`src/rtl/multi_crop_fifo.sv`:
```
// Streaming multi-window crop: raster-scans a frame, tags pixels that fall in one of
// NUM_CROPS run-time windows with {crop_id, last} and buffers them in an output FIFO.
module multi_crop_fifo #(
   parameter int PIXEL_BIT_WIDTH = 8,
   parameter int CHANNELS        = 1,
   parameter int IN_ROWS         = 9,
   parameter int IN_COLS         = 9,
   parameter int OUT_ROWS        = 3,
   parameter int OUT_COLS        = 3,
   parameter int NUM_CROPS       = 2,
   parameter int FIFO_DEPTH      = 16,
   localparam int RW = $clog2(IN_ROWS),
   localparam int CW = $clog2(IN_COLS),
   localparam int IW = (NUM_CROPS > 1) ? $clog2(NUM_CROPS) : 1,
   localparam int DW = PIXEL_BIT_WIDTH * CHANNELS
) (
   input  logic                    clk,
   input  logic                    reset_n,
   input  logic [NUM_CROPS*RW-1:0] cfg_y1,
   input  logic [NUM_CROPS*CW-1:0] cfg_x1,
   input  logic [NUM_CROPS-1:0]    cfg_en,
   input  logic [DW-1:0]           pixel_in,
   input  logic                    in_valid,
   output logic                    in_ready,
   output logic [DW-1:0]           pixel_out,
   output logic                    out_valid,
   input  logic                    out_ready,
   output logic [IW-1:0]           out_crop_id,
   output logic                    out_last,
   output logic                    frame_done,
   output logic [NUM_CROPS-1:0]    cfg_err
);
   localparam int AW = $clog2(FIFO_DEPTH);

   typedef enum logic {IDLE, STREAM} state_t;

   typedef struct packed {
      logic [IW-1:0] id;
      logic          last;
      logic [DW-1:0] pix;
   } entry_t;

   state_t                  state, state_nx;
   logic [RW-1:0]           row;
   logic [CW-1:0]           col;
   logic [NUM_CROPS*RW-1:0] y1_q, y1_e;
   logic [NUM_CROPS*CW-1:0] x1_q, x1_e;
   logic [NUM_CROPS-1:0]    en_q, en_e;
   logic [NUM_CROPS-1:0]    cvalid, inwin, atlast;
   logic                    accept, latch, last_beat;
   logic                    hit, hit_last;
   logic [IW-1:0]           hit_id;

   entry_t                  mem [FIFO_DEPTH];
   entry_t                  head;
   logic [AW:0]             wptr, rptr;
   logic                    full, push, pop;

   assign accept    = in_valid & in_ready;
   assign latch     = accept & (state == IDLE);
   assign last_beat = (row == RW'(IN_ROWS - 1)) && (col == CW'(IN_COLS - 1));

   // The first beat of a frame must already see the config it latches.
   assign y1_e = (state == IDLE) ? cfg_y1 : y1_q;
   assign x1_e = (state == IDLE) ? cfg_x1 : x1_q;
   assign en_e = (state == IDLE) ? cfg_en : en_q;

   always_ff @(posedge clk or negedge reset_n) begin
      if (!reset_n) state <= IDLE;
      else          state <= state_nx;
   end

   always_comb begin
      state_nx = state;
      case (state)
         IDLE:   if (accept && !last_beat) state_nx = STREAM;
         STREAM: if (accept && last_beat)  state_nx = IDLE;
         default: state_nx = IDLE;
      endcase
   end

   always_ff @(posedge clk or negedge reset_n) begin
      if (!reset_n) begin
         row        <= '0;
         col        <= '0;
         frame_done <= 1'b0;
      end else begin
         frame_done <= accept & last_beat;
         if (accept) begin
            if (col == CW'(IN_COLS - 1)) begin
               col <= '0;
               row <= last_beat ? '0 : row + 1'b1;
            end else begin
               col <= col + 1'b1;
            end
         end
      end
   end

   always_ff @(posedge clk or negedge reset_n) begin
      if (!reset_n) begin
         y1_q    <= '0;
         x1_q    <= '0;
         en_q    <= '0;
         cfg_err <= '0;
      end else if (latch) begin
         y1_q    <= cfg_y1;
         x1_q    <= cfg_x1;
         en_q    <= cfg_en;
         cfg_err <= cfg_en & ~cvalid;
      end
   end

   // Window bounds are computed one bit wide of the coordinate so y1+OUT_ROWS never wraps.
   for (genvar k = 0; k < NUM_CROPS; k++) begin : g_crop
      logic [RW:0] y0, yend, r;
      logic [CW:0] x0, xend, c;
      assign y0   = {1'b0, y1_e[k*RW +: RW]};
      assign x0   = {1'b0, x1_e[k*CW +: CW]};
      assign yend = y0 + (RW+1)'(OUT_ROWS);
      assign xend = x0 + (CW+1)'(OUT_COLS);
      assign r    = {1'b0, row};
      assign c    = {1'b0, col};
      assign cvalid[k] = en_e[k] && (yend <= (RW+1)'(IN_ROWS)) && (xend <= (CW+1)'(IN_COLS));
      assign inwin[k]  = cvalid[k] && (r >= y0) && (r < yend) && (c >= x0) && (c < xend);
      assign atlast[k] = (r == yend - 1'b1) && (c == xend - 1'b1);
   end

   always_comb begin
      hit      = 1'b0;
      hit_id   = '0;
      hit_last = 1'b0;
      for (int k = NUM_CROPS - 1; k >= 0; k--) begin
         if (inwin[k]) begin
            hit      = 1'b1;
            hit_id   = IW'(k);
            hit_last = atlast[k];
         end
      end
   end

   assign full     = (wptr[AW] != rptr[AW]) && (wptr[AW-1:0] == rptr[AW-1:0]);
   assign out_valid = (wptr != rptr);
   assign in_ready = reset_n & ~full;
   assign push     = accept & hit;
   assign pop      = out_valid & out_ready;

   always_ff @(posedge clk) begin
      if (push) mem[wptr[AW-1:0]] <= '{id: hit_id, last: hit_last, pix: pixel_in};
   end

   always_ff @(posedge clk or negedge reset_n) begin
      if (!reset_n) begin
         wptr <= '0;
         rptr <= '0;
      end else begin
         if (push) wptr <= wptr + 1'b1;
         if (pop)  rptr <= rptr + 1'b1;
      end
   end

   assign head        = mem[rptr[AW-1:0]];
   assign pixel_out   = out_valid ? head.pix  : '0;
   assign out_crop_id = out_valid ? head.id   : '0;
   assign out_last    = out_valid ? head.last : 1'b0;
endmodule

```
`config.mk`:
```
export PLATFORM = sky130hd
export DESIGN_NAME = multi_crop_fifo
export DESIGN_NICKNAME = d
export VERILOG_FILES = /design/src/rtl/multi_crop_fifo.sv
export SDC_FILE = /design/constraint.sdc
export NUM_CORES = 1
export LEC_CHECK = 0
export ABC_AREA = 1
export ABC_CLOCK_PERIOD_IN_PS = 3450
export BUFFER_PORTS_ARGS = -buffer_cell sky130_fd_sc_hd__buf_4
export CORE_ASPECT_RATIO = 0.8
export CORE_UTILIZATION = 40
export CTS_BUF_LIST = sky130_fd_sc_hd__clkbuf_8 sky130_fd_sc_hd__clkbuf_16
export DETAILED_ROUTE_END_ITERATION = 6
export SYNTH_ARGS = -nofsm -noshare
export SYNTH_HDL_FRONTEND = slang
export SYNTH_SLANG_ARGS = --single-unit
export TNS_END_PERCENT = 30
```
`constraint.sdc`:
```
create_clock -name clk -period 3.45 [get_ports clk]
set_input_delay 0.1725 -clock clk [delete_from_list [all_inputs] [get_ports clk]]
set_output_delay 0.1725 -clock clk [all_outputs]
set_load 0.005 [all_outputs]
```
# [Yosys cells after proc, flatten, opt, wreduce, memory -nomap -nowiden]
# Memory sizes are Yosys's and may differ from the RTL's.
# Index checks and enable logic that the tools add are counted.
[op_classes] n_addsub=12 n_mul=0 n_div=0 n_lt_le_gt_ge=12 eq_ne=9 shifts=0 n_mux=18 bitwise_logic=10 n_reduce_logical=20
[op_table] operator="2-to-1 mux 8 bit" count=3
[op_table] operator="adder 4 x 2 -> 5 bit, second input constant" count=4
[op_table] operator="== test 4 x 5 -> 1 bit" count=4
[op_table] operator="less-or-equal comparator 5 x 4 -> 1 bit, second input constant" count=4
[op_table] operator="less-than comparator 4 x 5 -> 1 bit" count=4
[op_table] operator="subtractor 5 x 1 -> 5 bit, second input constant" count=4
[op_table] operator="logical AND 1 bit" count=18
[op_table] operator="greater-or-equal comparator 4 bit" count=4
[op_table] operator="2-to-1 mux 1 bit" count=11
[op_table] operator="adder 5 x 1 -> 5 bit, second input constant" count=2
[op_table] operator="adder 4 x 1 -> 4 bit, second input constant" count=2
[op_table] operator="== test 4 bit, second input constant" count=2
[op_table] operator="2-to-1 mux 4 bit" count=2
[op_table] operator="AND 1 bit" count=6
[op_table] operator="inequality test 5 bit" count=1
[op_table] operator="== test 4 bit" count=1
[op_table] operator="AND 2 bit" count=1
[op_table] operator="2-to-1 mux 2 bit" count=1
[op_table] operator="inverter 1 bit" count=2
[op_table] operator="inverter 2 bit" count=1
[op_table] operator="case mux 1 bit (2 select lines)" count=1
[op_table] operator="AND reduction 2 bit" count=1
[op_table] operator="logical NOT 1 bit" count=1
[op_table] operator="inequality test 1 bit" count=1
[totals] ff_bits=40 latchBits=0 ram_bits=160 romBits=0 input_bits=30 output_inout_bits=15 wordCells=92 mem_count=1
[mem_list] name="mem" depth=16 word_bits=10 rd=1 rd_ports_with_merged_regs=0 wr=1 line_no="54" rtl="entry_t mem [FIFO_DEPTH];"

# [Depth between registers and ports, before layout]
[logic_depth] ltp_word=14 depth_mapped=21 ltp_nobuf=20

# [Worst setup path after synthesis]
# No wires, ideal clock.
[synth_timing] path_kind="register to register" startpoint="reg (tool-made name)" endpoint="mem mem[11][0] (netlist name) (enable)" setup_ns=0.376 arrival_time_ns=2.726 required_ns=3.074 setup_slack_ns=0.347 stages_incl_launch_ff=20 path_buffers=1 path_cell_list="dfrtp_1 -> buf_6 -> nand2_1 -> nand2_1 -> ha_1 -> inv_1 -> nand2_2 -> nand2_2 -> ha_1 -> nand2_1 -> nand2_1 -> nand2_1 -> nand2_1 -> nand2_1 -> nand2_1 -> nor2_1 -> nand2_4 -> nand2_8 -> nand3_2 -> nor2_1"
[synth_rtl] item="to (decl)" line_no="54"

==> impl_summary.md <==
Worst setup path
Along the worst path, the maximum fanout reaches 12. By startpoint and endpoint, the worst setup path is classified as reg -> reg. The kind of launch point of the worst setup path is a flip-flop. The worst endpoint required time is roughly 3600 ps. The arrival time of the worst setup path is 3250 ps. STA classifies the critical path endpoint as a flip-flop.

Clock network
The TritonCTS buffer count is 17. CTS built an H-tree with a depth of 4. For this design, the sink count on the clock tree is 200. The clock latency reported for the late side of the worst-skew pair is 430 ps. The TritonCTS clock tree is done. The buffer type at the clock tree root is sky130_fd_sc_hd__clkbuf_16. The deepest clock path buffer count is 2.

The clock input transition at the sequential cells of the worst setup and hold paths is approximately 80 ps.

Timing
The final clock skew is 14.96 ps. The sum of negative setup slack is 0 ps. For the pin with the worst max-slew slack, the measured transition is 926.9 ps. The number of pins exceeding their max-slew limit in the final report is 0. Measured against its own limit, the worst slew margin works out to 38.21%.

The number of failing hold endpoints at the final stage came to 0. In the finished design, the share of the clock period the worst path needs comes to 90.65%. Setup violations remaining at the end of the flow were counted as 0. Setup repair after global routing left no endpoint under its margin. Counting I/O delays and the setup requirement, the final critical path takes approximately 3100 ps. For this run, the top clock speed supported by timing is approximately 0.32 GHz.

Detailed routing
The number of design rule violations left after detail routing is 0. The highest metal layer carrying signal wires in the routed design is met4. Summed over all nets, wire length on met3 after detailed routing comes to 1603 µm. The final routed wire length divided by cell count is around 17 µm. The routed length on met1 is roughly 12,000 µm.

Using the TritonRoute via totals, the vias-per-cell ratio works out to 5.203. The residual antenna-violating net count after detailed routing is 0. The iteration count of the initial detailed-routing pass is 6.

The wire length on met2 is between 10,000 and 15,000 µm. For this block, the routed nets add up to 24,820 µm of wire. The number of vias in the routed layout is between 7,000 and 8,000. The first routing iteration left 647 violations.

Global route
The wire length of the first global-routing pass is just under 40,000 µm. The number of global-route vias before repair is approximately 7,100. The aggregate global routing overflow is 0.

The initial antenna violation count is 1. The total routing resource utilization after global routing is 19.56%. The largest net degree at the start of global routing is 84.

Placed design
The count of buffers inserted at the top-level ports is 44. In this run, placement finished with an instance count of about 1,400. Detailed placement finished with a half-perimeter wire length of about 17,000 µm. The final weighted congestion in routability-driven placement is roughly 0.85.

Final layout
0 antenna diodes ended up in the layout. The share of cells above drive strength 1 is 15.37%. Leaving out filler cells and counting taps, the final layout contains 1,430. The layout filler cell count is 2,278. The final layout contains 1,176 nets. The area growth from synthesis to layout is 14.90%.

Logic synthesis
After synthesis, the netlist uses 42 different library cells. The average instance in the mapped netlist occupies around 10 µm². The sequential share of the synthesized area is a little under three fifths. The netlist area before placement is 10,340 µm². Counting every instance in the synthesized netlist gives 1,024.

The number of warnings issued by yosys is 0. The post-synthesis net count is 1,107. In this run, synthesis produced a sequential element count of 200.

Pwr
Of the total power, the share spent switching nets is 38.79%. The internal portion of the total power is 0.004757 W. The worst supply voltage drop on vdd is between 400 and 500 µV. The analysis attributes to net switching a power of 0.003014 W. The share of power burned in the clock network is 25.9%. Summed over all cells, the static leakage comes to 4.815 nW. For this design the ratio of total power to cell area is 653.8 nW/µm². The share of power burned in registers is 37.1%. The share of power burned in combinational logic is 37.0%.

Die
The core region is between 20,000 and 30,000 µm². The floorplan step set the die height to 145.8 µm. The die covers 26,510 µm². The floorplan has 52 rows.

Pin placement for this block handled 45 I/O pins. The die is approximately 180 µm wide. The initial core utilization is 40.77%.

Min path
The type of the most critical hold path is in -> reg.

Run
The tool flagged a number of max-cap violations equal to 0.

Run status
The run finished with clean final reports.
[kinds of logic after synthesis]
group | share of synthesized area (%)
multiplexers | 1.451
AO/OA/AOI/OAI | 9.132
adder cells (fa/ha/maj) | 6.410
AND/OR/NAND/NOR | 19.99
flip-flops | 56.12
buffers and inverters | 5.576
XOR/XNOR | 1.318
[cell usage after synthesis (all sizes together)]
cell / number / area (µm²)
o32ai: 23 / 201.4
o21ai: 71 / 374.1
nand4: 1 / 6.260
mux2i: 15 / 150.1
nor2: 149 / 601.8
nand3: 68 / 425.4
o22ai: 3 / 18.77
ha: 53 / 663.1
o221ai: 13 / 113.9
edfxtp: 160 / 4805
inv: 106 / 400.4
o31ai: 1 / 7.510
o211ai: 13 / 97.59
o21a: 1 / 7.510
a21oi: 13 / 65.06
clkbuf: 23 / 86.33
xnor3: 1 / 22.52
xor2: 12 / 105.1
a31oi: 7 / 43.79
nor3: 2 / 10.01
nor3b: 1 / 7.510
dfrtp: 40 / 1001
xnor2: 1 / 8.760
o21bai: 2 / 15.01
nand2: 226 / 998.5
buf: 13 / 78.82
or2: 1 / 6.260
clkinv: 3 / 11.26
nor4: 2 / 12.51
[power by group through the flow]
stage	combinational [W]	clock, W	sequential, W
after floorplan	0.00190	0	0.00288
after global routing	0.00323	0.00213	0.00290
after detailed placement	0.00285	0	0.00293
final	0.00288	0.00201	0.00288
after global placement	0.00283	0	0.00293
after CTS	0.00288	0.00205	0.00288
[registers in the layout (all words and copies together) (netlist names), named ones only]
name / cells
cfg_err: 2
mem: 160
frame_done: 1
rptr: 5
en_q: 2
row: 4
col: 4
y1_q: 8
x1_q: 8
wptr: 5
[cells in the final DEF (no fill, tap or decap), types with 3 or more instances in the layout]
cell / instances
sky130_fd_sc_hd__nand2_4: 8
sky130_fd_sc_hd__edfxtp_1: 160
sky130_fd_sc_hd__o21ai_0: 66
sky130_fd_sc_hd__nand2_2: 23
sky130_fd_sc_hd__dlygate4sd3_1: 14
sky130_fd_sc_hd__buf_4: 72
sky130_fd_sc_hd__xor2_1: 12
sky130_fd_sc_hd__inv_2: 7
sky130_fd_sc_hd__clkbuf_16: 17
sky130_fd_sc_hd__o221ai_1: 13
sky130_fd_sc_hd__inv_6: 6
sky130_fd_sc_hd__nor2_2: 5
sky130_fd_sc_hd__a31oi_1: 7
sky130_fd_sc_hd__nor2_1: 140
sky130_fd_sc_hd__dfrtp_2: 3
sky130_fd_sc_hd__inv_1: 99
sky130_fd_sc_hd__o211ai_1: 13
sky130_fd_sc_hd__o21ai_2: 5
sky130_fd_sc_hd__nor2_4: 4
sky130_fd_sc_hd__dfrtp_1: 37
sky130_fd_sc_hd__a21oi_1: 13
sky130_fd_sc_hd__nand2_1: 193
sky130_fd_sc_hd__clkinv_1: 3
sky130_fd_sc_hd__o22ai_1: 3
sky130_fd_sc_hd__ha_1: 53
sky130_fd_sc_hd__clkinv_8: 6
sky130_fd_sc_hd__o32ai_1: 23
sky130_fd_sc_hd__nand3_4: 6
sky130_fd_sc_hd__nand3_1: 60
sky130_fd_sc_hd__mux2i_1: 15
[worst paths after layout]
path                       slack (ps)                start  cells after the start             endpoint
max reg2reg                       320            flip-flop                     20  mem[0][8]$_DFFE_PP_
max                               320            flip-flop                     20  mem[0][8]$_DFFE_PP_
min                                20            cfg_y1[0]                      3  y1_q[0]$_DFFE_PN0P_
min reg2reg                       480  y1_q[2]$_DFFE_PN0P_                      2  y1_q[2]$_DFFE_PN0P_
min in group asynchronous         400              reset_n                      3  y1_q[3]$_DFFE_PN0P_
max in group asynchronous        2640              reset_n                      3  rptr[0]$_DFFE_PN0P_
[layer usage]
| layer | up-vias | track usage [%] |
|---|---|---|
| met4 | 0 | 3.729 |
| met2 | 203 | 28.48 |
| met3 | 12 | 3.729 |
| met1 | 3580 | 30.18 |
| met5 | - | 0 |
| li1 | 3645 | - |
[cell type report]
| type | count | area (µm²) | share of cell area [%] |
|---|---|---|---|
| multi-input cells | 679 | 3963 | 33.34 |
| repair buffers | 86 | 680.7 | 5.726 |
| clock inverters | 15 | 188.9 | 1.589 |
| clock buffers | 17 | 425.4 | 3.579 |
| well taps | 324 | 405.4 | 3.411 |
| flip-flops and latches | 200 | 5809 | 48.87 |
| inverters | 109 | 414.1 | 3.484 |
[stage by stage]
stage | area [µm²] | hold WS, ps | total power, W | utilization [%] | setup slack, ps
2_1_floorplan | 10340 | -123.1 | 0.004784 | - | 347.5
3_3_place_gp | 11130 | 330.0 | 0.005763 | 43.86 | 368.3
3_5_place_dp | 11130 | 330.8 | 0.005785 | 43.86 | 308.7
4_1_cts | 11880 | 2.272 | 0.007811 | 46.83 | 282.4
5_1_grt | 11890 | 19.74 | 0.008269 | 46.84 | 5.451
6_report | 11890 | 17.36 | 0.007771 | 46.84 | 322.4
[critical path: stages, from the launching register on]
cell and delay [ps]:
sky130_fd_sc_hd__dfrtp_2 450, sky130_fd_sc_hd__buf_4 200, sky130_fd_sc_hd__nand2_1 110, sky130_fd_sc_hd__nand2_1 130, sky130_fd_sc_hd__ha_1 220, sky130_fd_sc_hd__inv_1 90, sky130_fd_sc_hd__nand3_4 90, sky130_fd_sc_hd__nand2_2 130
sky130_fd_sc_hd__ha_1 240, sky130_fd_sc_hd__nand2_1 60, sky130_fd_sc_hd__nand2_1 50, sky130_fd_sc_hd__nand2_1 50, sky130_fd_sc_hd__nand2_1 40, sky130_fd_sc_hd__nand2_1 50, sky130_fd_sc_hd__nand2_1 60, sky130_fd_sc_hd__nor2_2 150
sky130_fd_sc_hd__nand2_4 90, sky130_fd_sc_hd__nand2_8 130, sky130_fd_sc_hd__nand3_4 110, sky130_fd_sc_hd__nor2_1 140, sky130_fd_sc_hd__buf_4 210
[timing repair]
| item | 4_1_cts | 5_1_grt |
|---|---|---|
| hold endpoints to repair | 53 | 0 |
| hold buffers | 14 | 0 |
| setup buffers | 0 | 0 |
| gates resized for setup | 0 | 2 |
| setup endpoints to repair | 0 | 2 |
No activity file was read; power rests on OpenSTA's default activity.
